**config.mk**
```make
export PLATFORM = sky130hd
export DESIGN_NAME = xoodoo_ctrl_sca
export DESIGN_NICKNAME = d
export VERILOG_FILES = /design/src/rtl/xoodoo_ctrl_sca.sv
export SDC_FILE = /design/constraint.sdc
export NUM_CORES = 1
export LEC_CHECK = 0
export BUFFER_PORTS_ARGS = -buffer_cell sky130_fd_sc_hd__buf_4
export CORE_AREA = 2 2 135 137
export CTS_CLUSTER_DIAMETER = 40
export DETAILED_ROUTE_END_ITERATION = 16
export DIE_AREA = 0 0 137 139
export PLACE_DENSITY = 0.48
export SYNTH_ARGS = -nofsm -noshare
export SYNTH_HDL_FRONTEND = slang
export SYNTH_SLANG_ARGS = --single-unit
```
**constraint.sdc**
```tcl
create_clock -name clk -period 2.38 [get_ports clk]
set_clock_uncertainty 0.05 [all_clocks]
set_input_delay 0.238 -clock clk [delete_from_list [all_inputs] [get_ports clk]]
set_output_delay 0.238 -clock clk [all_outputs]
set_load 0.05 [all_outputs]
```
**src/rtl/xoodoo_ctrl_sca.sv**
```systemverilog
// xoodoo_ctrl_sca: command sequencer for the two-share (DOM) Xoodoo state
// register and the masked round datapath.
//
// Ports:
//   clk, rst           clock, asynchronous active-low reset
//   cmd_*              command handshake: op (INIT/ABSORB/PERMUTE/SQUEEZE),
//                      word count, domain constant and domain-add enable
//   din_*              absorb word stream {share0, share1}
//   dout_*             squeeze word stream (pass-through of reg_word_out)
//   rnd_valid          fresh DOM randomness available for the current round
//   reg_*              control/data towards the state register
//   reg_word_out       word read back from the state register
//   round_idx          round constant select for the round function
//   busy, done         status: not idle / one-cycle completion pulse
module xoodoo_ctrl_sca #(
    parameter int unsigned ROUNDS = 12,
    parameter int unsigned NWORDS = 12
) (
    input  logic        clk,
    input  logic        rst,
    input  logic        cmd_valid,
    output logic        cmd_ready,
    input  logic [1:0]  cmd_op,
    input  logic [3:0]  cmd_len,
    input  logic [31:0] cmd_domain,
    input  logic        cmd_dom_en,
    input  logic        din_valid,
    output logic        din_ready,
    input  logic [63:0] din,
    output logic        dout_valid,
    input  logic        dout_ready,
    output logic [63:0] dout,
    input  logic        rnd_valid,
    output logic        reg_init,
    output logic        reg_en,
    output logic        reg_word_en,
    output logic [3:0]  reg_word_idx,
    output logic [63:0] reg_word_in,
    output logic        reg_dom_en,
    output logic [31:0] reg_domain,
    input  logic [63:0] reg_word_out,
    output logic [3:0]  round_idx,
    output logic        busy,
    output logic        done
);

    localparam int unsigned CW = 4;
    localparam logic [CW-1:0] LAST_ROUND = CW'(ROUNDS - 1);
    localparam logic [CW-1:0] MAX_WORDS  = CW'(NWORDS);

    localparam logic [1:0] OP_INIT    = 2'd0;
    localparam logic [1:0] OP_ABSORB  = 2'd1;
    localparam logic [1:0] OP_PERMUTE = 2'd2;

    typedef enum logic [2:0] {
        S_IDLE    = 3'd0,
        S_INIT    = 3'd1,
        S_ABSORB  = 3'd2,
        S_DOMAIN  = 3'd3,
        S_PERM    = 3'd4,
        S_SQUEEZE = 3'd5
    } state_t;

    state_t        state;
    state_t        state_nx;
    logic [CW-1:0] wc;
    logic [CW-1:0] rc;
    logic [CW-1:0] len_eff;
    logic [31:0]   domain_q;
    logic          dom_en_q;
    logic          word_fire;
    logic          sq_fire;

    // State register, counters, captured command fields and done pulse
    always_ff @(posedge clk or negedge rst) begin
        if (!rst) begin
            state    <= S_IDLE;
            wc       <= '0;
            rc       <= '0;
            len_eff  <= '0;
            domain_q <= '0;
            dom_en_q <= 1'b0;
            done     <= 1'b0;
        end else begin
            state <= state_nx;
            done  <= (state != S_IDLE) && (state_nx == S_IDLE);
            case (state)
                S_IDLE: begin
                    if (cmd_valid) begin
                        domain_q <= cmd_domain;
                        dom_en_q <= cmd_dom_en;
                        len_eff  <= (cmd_len > MAX_WORDS) ? MAX_WORDS : cmd_len;
                        wc       <= '0;
                        rc       <= '0;
                    end
                end
                S_ABSORB:  if (word_fire)  wc <= wc + CW'(1);
                S_SQUEEZE: if (sq_fire)    wc <= wc + CW'(1);
                S_PERM:    if (rnd_valid)  rc <= rc + CW'(1);
                default: ;
            endcase
        end
    end

    // Next-state logic; streams finish on the cycle of their last transfer
    always_comb begin
        state_nx = state;
        case (state)
            S_IDLE: begin
                if (cmd_valid) begin
                    case (cmd_op)
                        OP_INIT:    state_nx = S_INIT;
                        OP_ABSORB:  state_nx = S_ABSORB;
                        OP_PERMUTE: state_nx = S_PERM;
                        default:    state_nx = S_SQUEEZE;
                    endcase
                end
            end
            S_INIT:   state_nx = S_IDLE;
            S_ABSORB: begin
                if ((wc == len_eff) || (word_fire && (wc + CW'(1) == len_eff)))
                    state_nx = dom_en_q ? S_DOMAIN : S_IDLE;
            end
            S_DOMAIN: state_nx = S_IDLE;
            S_PERM: begin
                if (rnd_valid && (rc == LAST_ROUND))
                    state_nx = S_IDLE;
            end
            S_SQUEEZE: begin
                if ((wc == len_eff) || (sq_fire && (wc + CW'(1) == len_eff)))
                    state_nx = S_IDLE;
            end
            default:  state_nx = S_IDLE;
        endcase
    end

    // Output decode; register strobes are mutually exclusive by state
    always_comb begin
        cmd_ready    = (state == S_IDLE);
        busy         = (state != S_IDLE);
        din_ready    = 1'b0;
        dout_valid   = 1'b0;
        dout         = '0;
        reg_init     = 1'b0;
        reg_en       = 1'b0;
        reg_word_en  = 1'b0;
        reg_word_idx = '0;
        reg_dom_en   = 1'b0;
        reg_domain   = '0;
        round_idx    = '0;
        case (state)
            S_INIT: reg_init = 1'b1;
            S_ABSORB: begin
                reg_word_idx = wc;
                din_ready    = (wc < len_eff);
                reg_word_en  = din_valid && (wc < len_eff);
            end
            S_DOMAIN: begin
                reg_dom_en = 1'b1;
                reg_domain = domain_q;
            end
            S_PERM: begin
                round_idx = rc;
                reg_en    = rnd_valid;
            end
            S_SQUEEZE: begin
                reg_word_idx = wc;
                dout_valid   = (wc < len_eff);
                dout         = reg_word_out;
            end
            default: ;
        endcase
    end

    assign word_fire   = reg_word_en;
    assign sq_fire     = dout_valid && dout_ready;
    assign reg_word_in = din;

endmodule

```
==> flow_metrics.tcl, run 1 <==
set metrics [dict create \
    tightestPinTransition_ps 655 \
    drc_errors 0 \
    outcome "finished clean" \
    nets 696 \
    netlist.area_leader.share_pct 35.5 \
    maxCapViolations 0 \
    cp_slowest_cell "dfrtp_1" \
    place_congestion 0.870 \
    worstReg2RegStart "wc[1]$_DFFE_PN0P_" \
    endpoint "reg_word_en" \
    cp.required_ps 2090 \
    htree_levels 2 \
    cp_max_fo 3 \
    hold_viol_final 0 \
    worst-r2r-setup-slack_ps 270 \
    rsz0062_at_grt "no" \
    grt_max_degree 50 \
    grt_pass1_wl_mm 17.5 \
    drtIter0Drc 71 \
    io_buffers 221 \
    firstDrtPassIters 4 \
    cp-end-kind "output port" \
    io_pins 350 \
    ys_warn_count 0 \
    rr_worst_depth 7 \
    routed_wl_mm 11.7 \
    synth_cells 359 \
    overflow 0 \
    syn_to_final_growth_pct 48.2 \
    synth_top_area_cell "dfrtp_1" \
    setup_tns_ps 0 \
    ys_ff_latch 49 \
    timing.rr.end "done$_DFF_PN0_" \
    ir_drop_mv 0.293 \
    hold_path.startpoint "cmd_len[2]" \
    dp.cells 733 \
    antenna_found_initial 0 \
    antenna_left 0 \
    clock_path_buffers 2 \
    drv_slew 0 \
    ys_seq_area_share_pct 35.5 \
    period_needed_ps 2270 \
    cts_sinks 49 \
    netlist_area_mm2 0.00345 \
    crit_start "wc[1]$_DFFE_PN0P_" \
    viasPerCell 3.97 \
    post_drt_wl_per_cell_um 15.7 \
    initial_core_util_pct 19.6 \
    num_antenna_cells 0 \
    crit_type "flip-flop to output port" \
    yosysUniqueCellTypes 39 \
    core_mm2 0.0177 \
    grt_use_total_pct 11.9 \
    crit_chain "ha_1 -> and2b_2 -> o211ai_4 -> and3_4 -> and2_2 -> buf_4" \
    final_util_pct 29.0 \
    synthArstFlopShare_pct 100 \
    fmax_mhz 440 \
    cp.arrival_ps 1980 \
    p_leak_nw 2.60 \
    synth_area_leaders "dfrtp_1 36%, and2_1 18%, buf_4 15%" \
    synth-edff-count 0 \
    syn_avg_cell_area_um2 9.62 \
    fin_cells 744 \
    hold_class "input pin to flip-flop" \
    synth-main-ff-cell "dfrtp_1" \
    p_per_area_mw_per_mm2 954 \
    grt_pass1_vias 3004 \
    dp_hpwl_mm 9.53 \
    clock_latency_ps 290 \
    layout_common_cells "229 x buf_4, 97 x and2_1, 49 x dfrtp_1, 34 x mux2_2, 13 x nand2_1" \
    setup_viol_count_final 0 \
    numCtsBuffers 5 \
    clk_pin_slew_worst_paths_ps 70 \
    tritoncts "done" \
    syn_nets 541 \
    slowest_delay_ps 400 \
    dr_total_vias 2952 \
    relSlewSlack_pct 56.3 \
    root_buffer "clkbuf_16" \
    fp.dieH_um 139 \
    cp-start-kind "flip-flop" \
    timing.final.crit_share_pct 95.5 \
    layout-drive-gt1-share_pct 55.5 \
    final_common_cell "buf_4" \
    die_w_um 137 \
    die_area_mm2 0.0190 \
    min_path_cells 3 \
    fp-row-count 49 \
    num-fill-cells 1901 \
]
[worst min-delay path by stage]
stage	to	slack, ps
CTS	domain_q[4]$_DFFE_PN0P_	120
finish	len_eff[2]$_DFFE_PN0P_	130
global placement	domain_q[6]$_DFFE_PN0P_	260
detailed placement	domain_q[6]$_DFFE_PN0P_	270
floorplan	dom_en_q$_DFFE_PN0P_	-110
global route	domain_q[27]$_DFFE_PN0P_	120
[critical path, delay by kind of cell, from the launching register on]
kind	cells	cell delay, ps
AND/OR/NAND/NOR	3	580
flip-flops	1	400
buffers and inverters	1	190
adder cells (fa/ha/maj)	1	320
AO/OA/AOI/OAI	1	200
[per-layer routing]
metal | part of all wire, % | wire (um) | track usage (%) | vias to the layer above
met1 | 40 | 4700 | 14.3 | 1348
met3 | 11 | 1230 | 4.64 | 34
met2 | 47 | 5470 | 19.4 | 152
met4 | 2.2 | 262 | 3.96 | 0
met5 | 0 | 0 | 0 | -
li1 | - | - | - | 1418
[cells by family after synthesis]
logic type	synth area share, %
xor gates and xnor gates	1.96
AOI/OAI and AO/OA	5.69
DFF	35.5
muxes	11.1
and+or+nand+nor	25.3
buffers and inverters	17.2
adders and majority gates	3.26
[report_power, final]
group          internal (mW)  switching [mW]
logic                   1.09            1.52
registers               1.21           0.213
clock network          0.526           0.313
[repair_timing]
action | CTS | global route
pin swaps | 0 | 1
hold endpoints to repair | 49 | 0
resized for setup | 3 | 2
setup buffers | 1 | 1
endpoints found under the setup margin | 1 | 2
hold buffers | 1 | 0
[sequential cells by signal (all words and copies together), names as in the netlist]
name,flops
domain_q,32
len_eff,4
rc,4
wc,4
state,3
dom_en_q,1
done,1
[cells in the mapped netlist, types with 2 or more instances]
library cell / instances
xnor2_1: 2
nor2_1: 7
o211ai_1: 2
and3_1: 7
clkbuf_1: 12
dfrtp_1: 49
nand4_1: 2
buf_4: 67
inv_1: 8
a21oi_1: 2
nand3_1: 4
mux2_2: 34
buf_2: 3
o21ai_0: 11
nor2b_1: 3
and3b_1: 2
nor3_1: 2
nand2_1: 13
ha_1: 9
xor2_1: 3
and2_1: 99
[final cells by class]
class / count / area [um^2] / share of cell area (%)
clock buffers: 7 / 143 / 2.79
clock inverters: 1 / 30.0 / 0.587
flip-flops and latches: 49 / 1230 / 24.0
inverters: 8 / 30.0 / 0.587
well taps: 229 / 287 / 5.60
repair buffers: 230 / 1730 / 33.8
multi-input cells: 220 / 1670 / 32.7
[through the flow]
stage / area [um^2] / power (mW) / worst slack, ps / hold slack [ps]
3_3_place_gp: 4890 / 3.98 / 329 / 264
3_5_place_dp: 4890 / 4.03 / 270 / 267
4_1_cts: 5100 / 4.93 / 51.9 / 120
5_1_grt: 5120 / 5.23 / 4.30 / 119
6_report: 5120 / 4.88 / 108 / 127
2_1_floorplan: 3460 / 3.54 / 50.9 / -108
Note: power is estimated with default switching activity, not from simulation.
==> run 2, diff against run 1 <==
- ABC_AREA: unset -> 1
- CORE_AREA: 2 2 135 137 -> 2 2 136 138
- DIE_AREA: 0 0 137 139 -> 0 0 138 140
==> flow_metrics.tcl, run 2 <==
set metrics [dict create \
    outcome "finished clean" \
    synth-edff-count 0 \
    crit_family "buffers and inverters" \
    dp_slack_ps 312 \
    clk_pin_slew_worst_paths_ps 70 \
    regMostFlops "domain_q" \
    clock_path_buffers 2 \
    cts_sinks 49 \
    dp_hpwl_mm 12.2 \
    syn_avg_cell_area_um2 6.81 \
    viasPerCell 3.91 \
    clock_latency_ps 290 \
    crit_type "flip-flop to output port" \
    cp.arrival_ps 1820 \
    synth_cells 527 \
    hold_end "domain_q[10]$_DFFE_PN0P_" \
    synth_top_area_cell "dfrtp_1" \
    post_dp_cell_area_mm2 0.00498 \
    final_util_pct 29.0 \
    dr_total_vias 3544 \
    drc_errors 0 \
    drv_slew 0 \
    slowest_delay_ps 400 \
    ys_ff_latch 49 \
    io_pins 350 \
    p_int_mw 2.56 \
    synth-main-ff-cell "dfrtp_1" \
    timing.final.crit_share_pct 88.4 \
    num-fill-cells 1998 \
    crit_chain "inv_1 -> nand2_1 -> nor2_4 -> inv_4 -> nor2_1 -> buf_4" \
    rsz0062_at_grt "no" \
    netlist_area_mm2 0.00359 \
    synth_area_leaders "dfrtp_1 34%, buf_4 13%, inv_1 13%" \
    initial_core_util_pct 20.2 \
    timing.rr.end "done$_DFF_PN0_" \
    synthArstFlopShare_pct 100 \
    place_congestion 0.898 \
    synth_most_common_cell "inv_1" \
    grt_pass1_vias 3634 \
    fp.dieH_um 140 \
    min_path_cells 3 \
    ir_drop_mv 0.432 \
    netlist.area_leader.share_pct 34.2 \
    io_buffers 221 \
    fmax_mhz 475 \
    fp-row-count 49 \
    cp-end-kind "output port" \
    total_power_mw 4.87 \
    worstReg2RegStart "len_eff[3]$_DFFE_PN0P_" \
    crit_buf_inv 3 \
    root_buffer "clkbuf_16" \
    antenna_found_initial 0 \
    final_common_cell "buf_4" \
    die_area_mm2 0.0193 \
    cp-start-kind "flip-flop" \
    hold_path.startpoint "cmd_domain[10]" \
    synthTopCellsByCount "120 x inv_1, 111 x nor2_1, 66 x nand2_1, 64 x buf_4, 49 x dfrtp_1" \
    overflow 0 \
    num_antenna_cells 0 \
    comb_power_share_pct 55.3 \
    hold_class "input pin to flip-flop" \
    nets 859 \
    antenna_left 0 \
    tightestPinTransition_ps 653 \
    design_area_mm2 0.00516 \
    seqPwrFrac_pct 27.4 \
    cp.required_ps 2090 \
    fin_ws_ps 276 \
    yosysUniqueCellTypes 26 \
    hold_viol_final 0 \
    grt_max_degree 66 \
    cp_slowest_cell "dfrtp_1" \
    cp_num_cells 6 \
    die_w_um 138 \
    seqCellArea_mm2 0.00123 \
    layout_common_cells "222 x buf_4, 119 x inv_1, 111 x nor2_1, 66 x nand2_1, 49 x dfrtp_1" \
    relSlewSlack_pct 56.4 \
    ys_warn_count 0 \
    multi_input_area_mm2 0.00129 \
    swShare_pct 47.5 \
    largest_reg_flops 32 \
    syn_nets 709 \
    setup_tns_ps 0 \
    ys_seq_area_share_pct 34.2 \
    post_drt_wl_per_cell_um 15.7 \
    p_per_area_mw_per_mm2 943 \
    grt_use_total_pct 14.3 \
    rr_worst_depth 11 \
    p_leak_nw 3.02 \
    tritoncts "done" \
    p_switching_mw 2.31 \
    routed_wl_mm 14.3 \
    grt_pass1_wl_mm 21.3 \
    maxCapViolations 0 \
    numCtsBuffers 5 \
    cts_setup_buffers 0 \
    period_needed_ps 2100 \
    p_clk_share_pct 17.3 \
    core_mm2 0.0178 \
    syn_to_final_growth_pct 43.9 \
    firstDrtPassIters 5 \
    setup_viol_count_final 0 \
    htree_levels 2 \
    drtIter0Drc 65 \
    cp_max_fo 65 \
    worst-r2r-setup-slack_ps 590 \
    layout-drive-gt1-share_pct 38.6 \
]
==> run 2: final cells by class <==
type                       count  area share [%]
clock inverter                 1           0.582
multi-input combinational    270            24.9
sequential                    49            23.7
timing repair buffer         225            33.2
clock buffer                   7            2.76
inverter                     126            9.21
tap                          229            5.55
==> run 2: routing by layer <==
metal	global-route usage, %	routed length, um	part of all wire [%]	up-vias
met1	15.4	5290	37	1527
li1	-	-	-	1766
met5	1.75	0	0	-
met3	7.56	1850	13	24
met4	4.94	443	3.1	0
met2	23.8	6690	47	227
==> run 2: through the flow <==
stage | hold WS (ps) | cells
final | 99.3 | 907
after global routing | 99.0 | 907
after CTS | 85.9 | 907
after detailed placement | 273 | 898
after global placement | 273 | 898
after floorplan | -108 | 527
==> run 2: repair_timing <==
item,CTS,global route
hold endpoints to repair,49,0
resized for setup,1,0
endpoints found under the setup margin,3,0
hold buffers,1,0
==> run 2: power by group through the flow <==
stage | Combinational, mW | Sequential, mW | Clock (mW)
final | 2.69 | 1.33 | 0.843
after global routing | 2.98 | 1.38 | 0.912
after CTS | 2.75 | 1.34 | 0.890
after detailed placement | 2.74 | 1.35 | 0
after global placement | 2.74 | 1.34 | 0
after floorplan | 2.24 | 1.34 | 0
==> run 2: worst max path at each step <==
| stage | start | to | slack (ps) |
|---|---|---|---|
| 4_1_cts | state[1]$_DFF_PN0_ | dout[5] | 280 |
| 6_report | state[1]$_DFF_PN0_ | dout[5] | 280 |
| 5_1_grt | state[1]$_DFF_PN0_ | dout[5] | 150 |
| 3_3_place_gp | state[1]$_DFF_PN0_ | dout[12] | 320 |
| 3_5_place_dp | state[1]$_DFF_PN0_ | dout[5] | 310 |
| 2_1_floorplan | state[2]$_DFF_PN0_ | reg_domain[10] | -90 |
==> run 2: worst reg2reg max path, stage by stage (launching register included) <==
cell and delay (ps):
dfrtp_1 370, inv_1 120, ha_1 270, a21oi_2 170, nand3_1 120, nor2_1 140
nand3_1 90, nand2_1 90, nand2_1 50, nand2_1 70, nand2_2 60, nor2_2 110
==> run 2: cells by family after synthesis <==
| group | synth area share, % |
|---|---|
| AOI/OAI and AO/OA | 8.26 |
| adders and majority gates | 3.14 |
| DFF | 34.2 |
| xor gates and xnor gates | 0.244 |
| buffers and inverters | 30.1 |
| and+or+nand+nor | 24.1 |
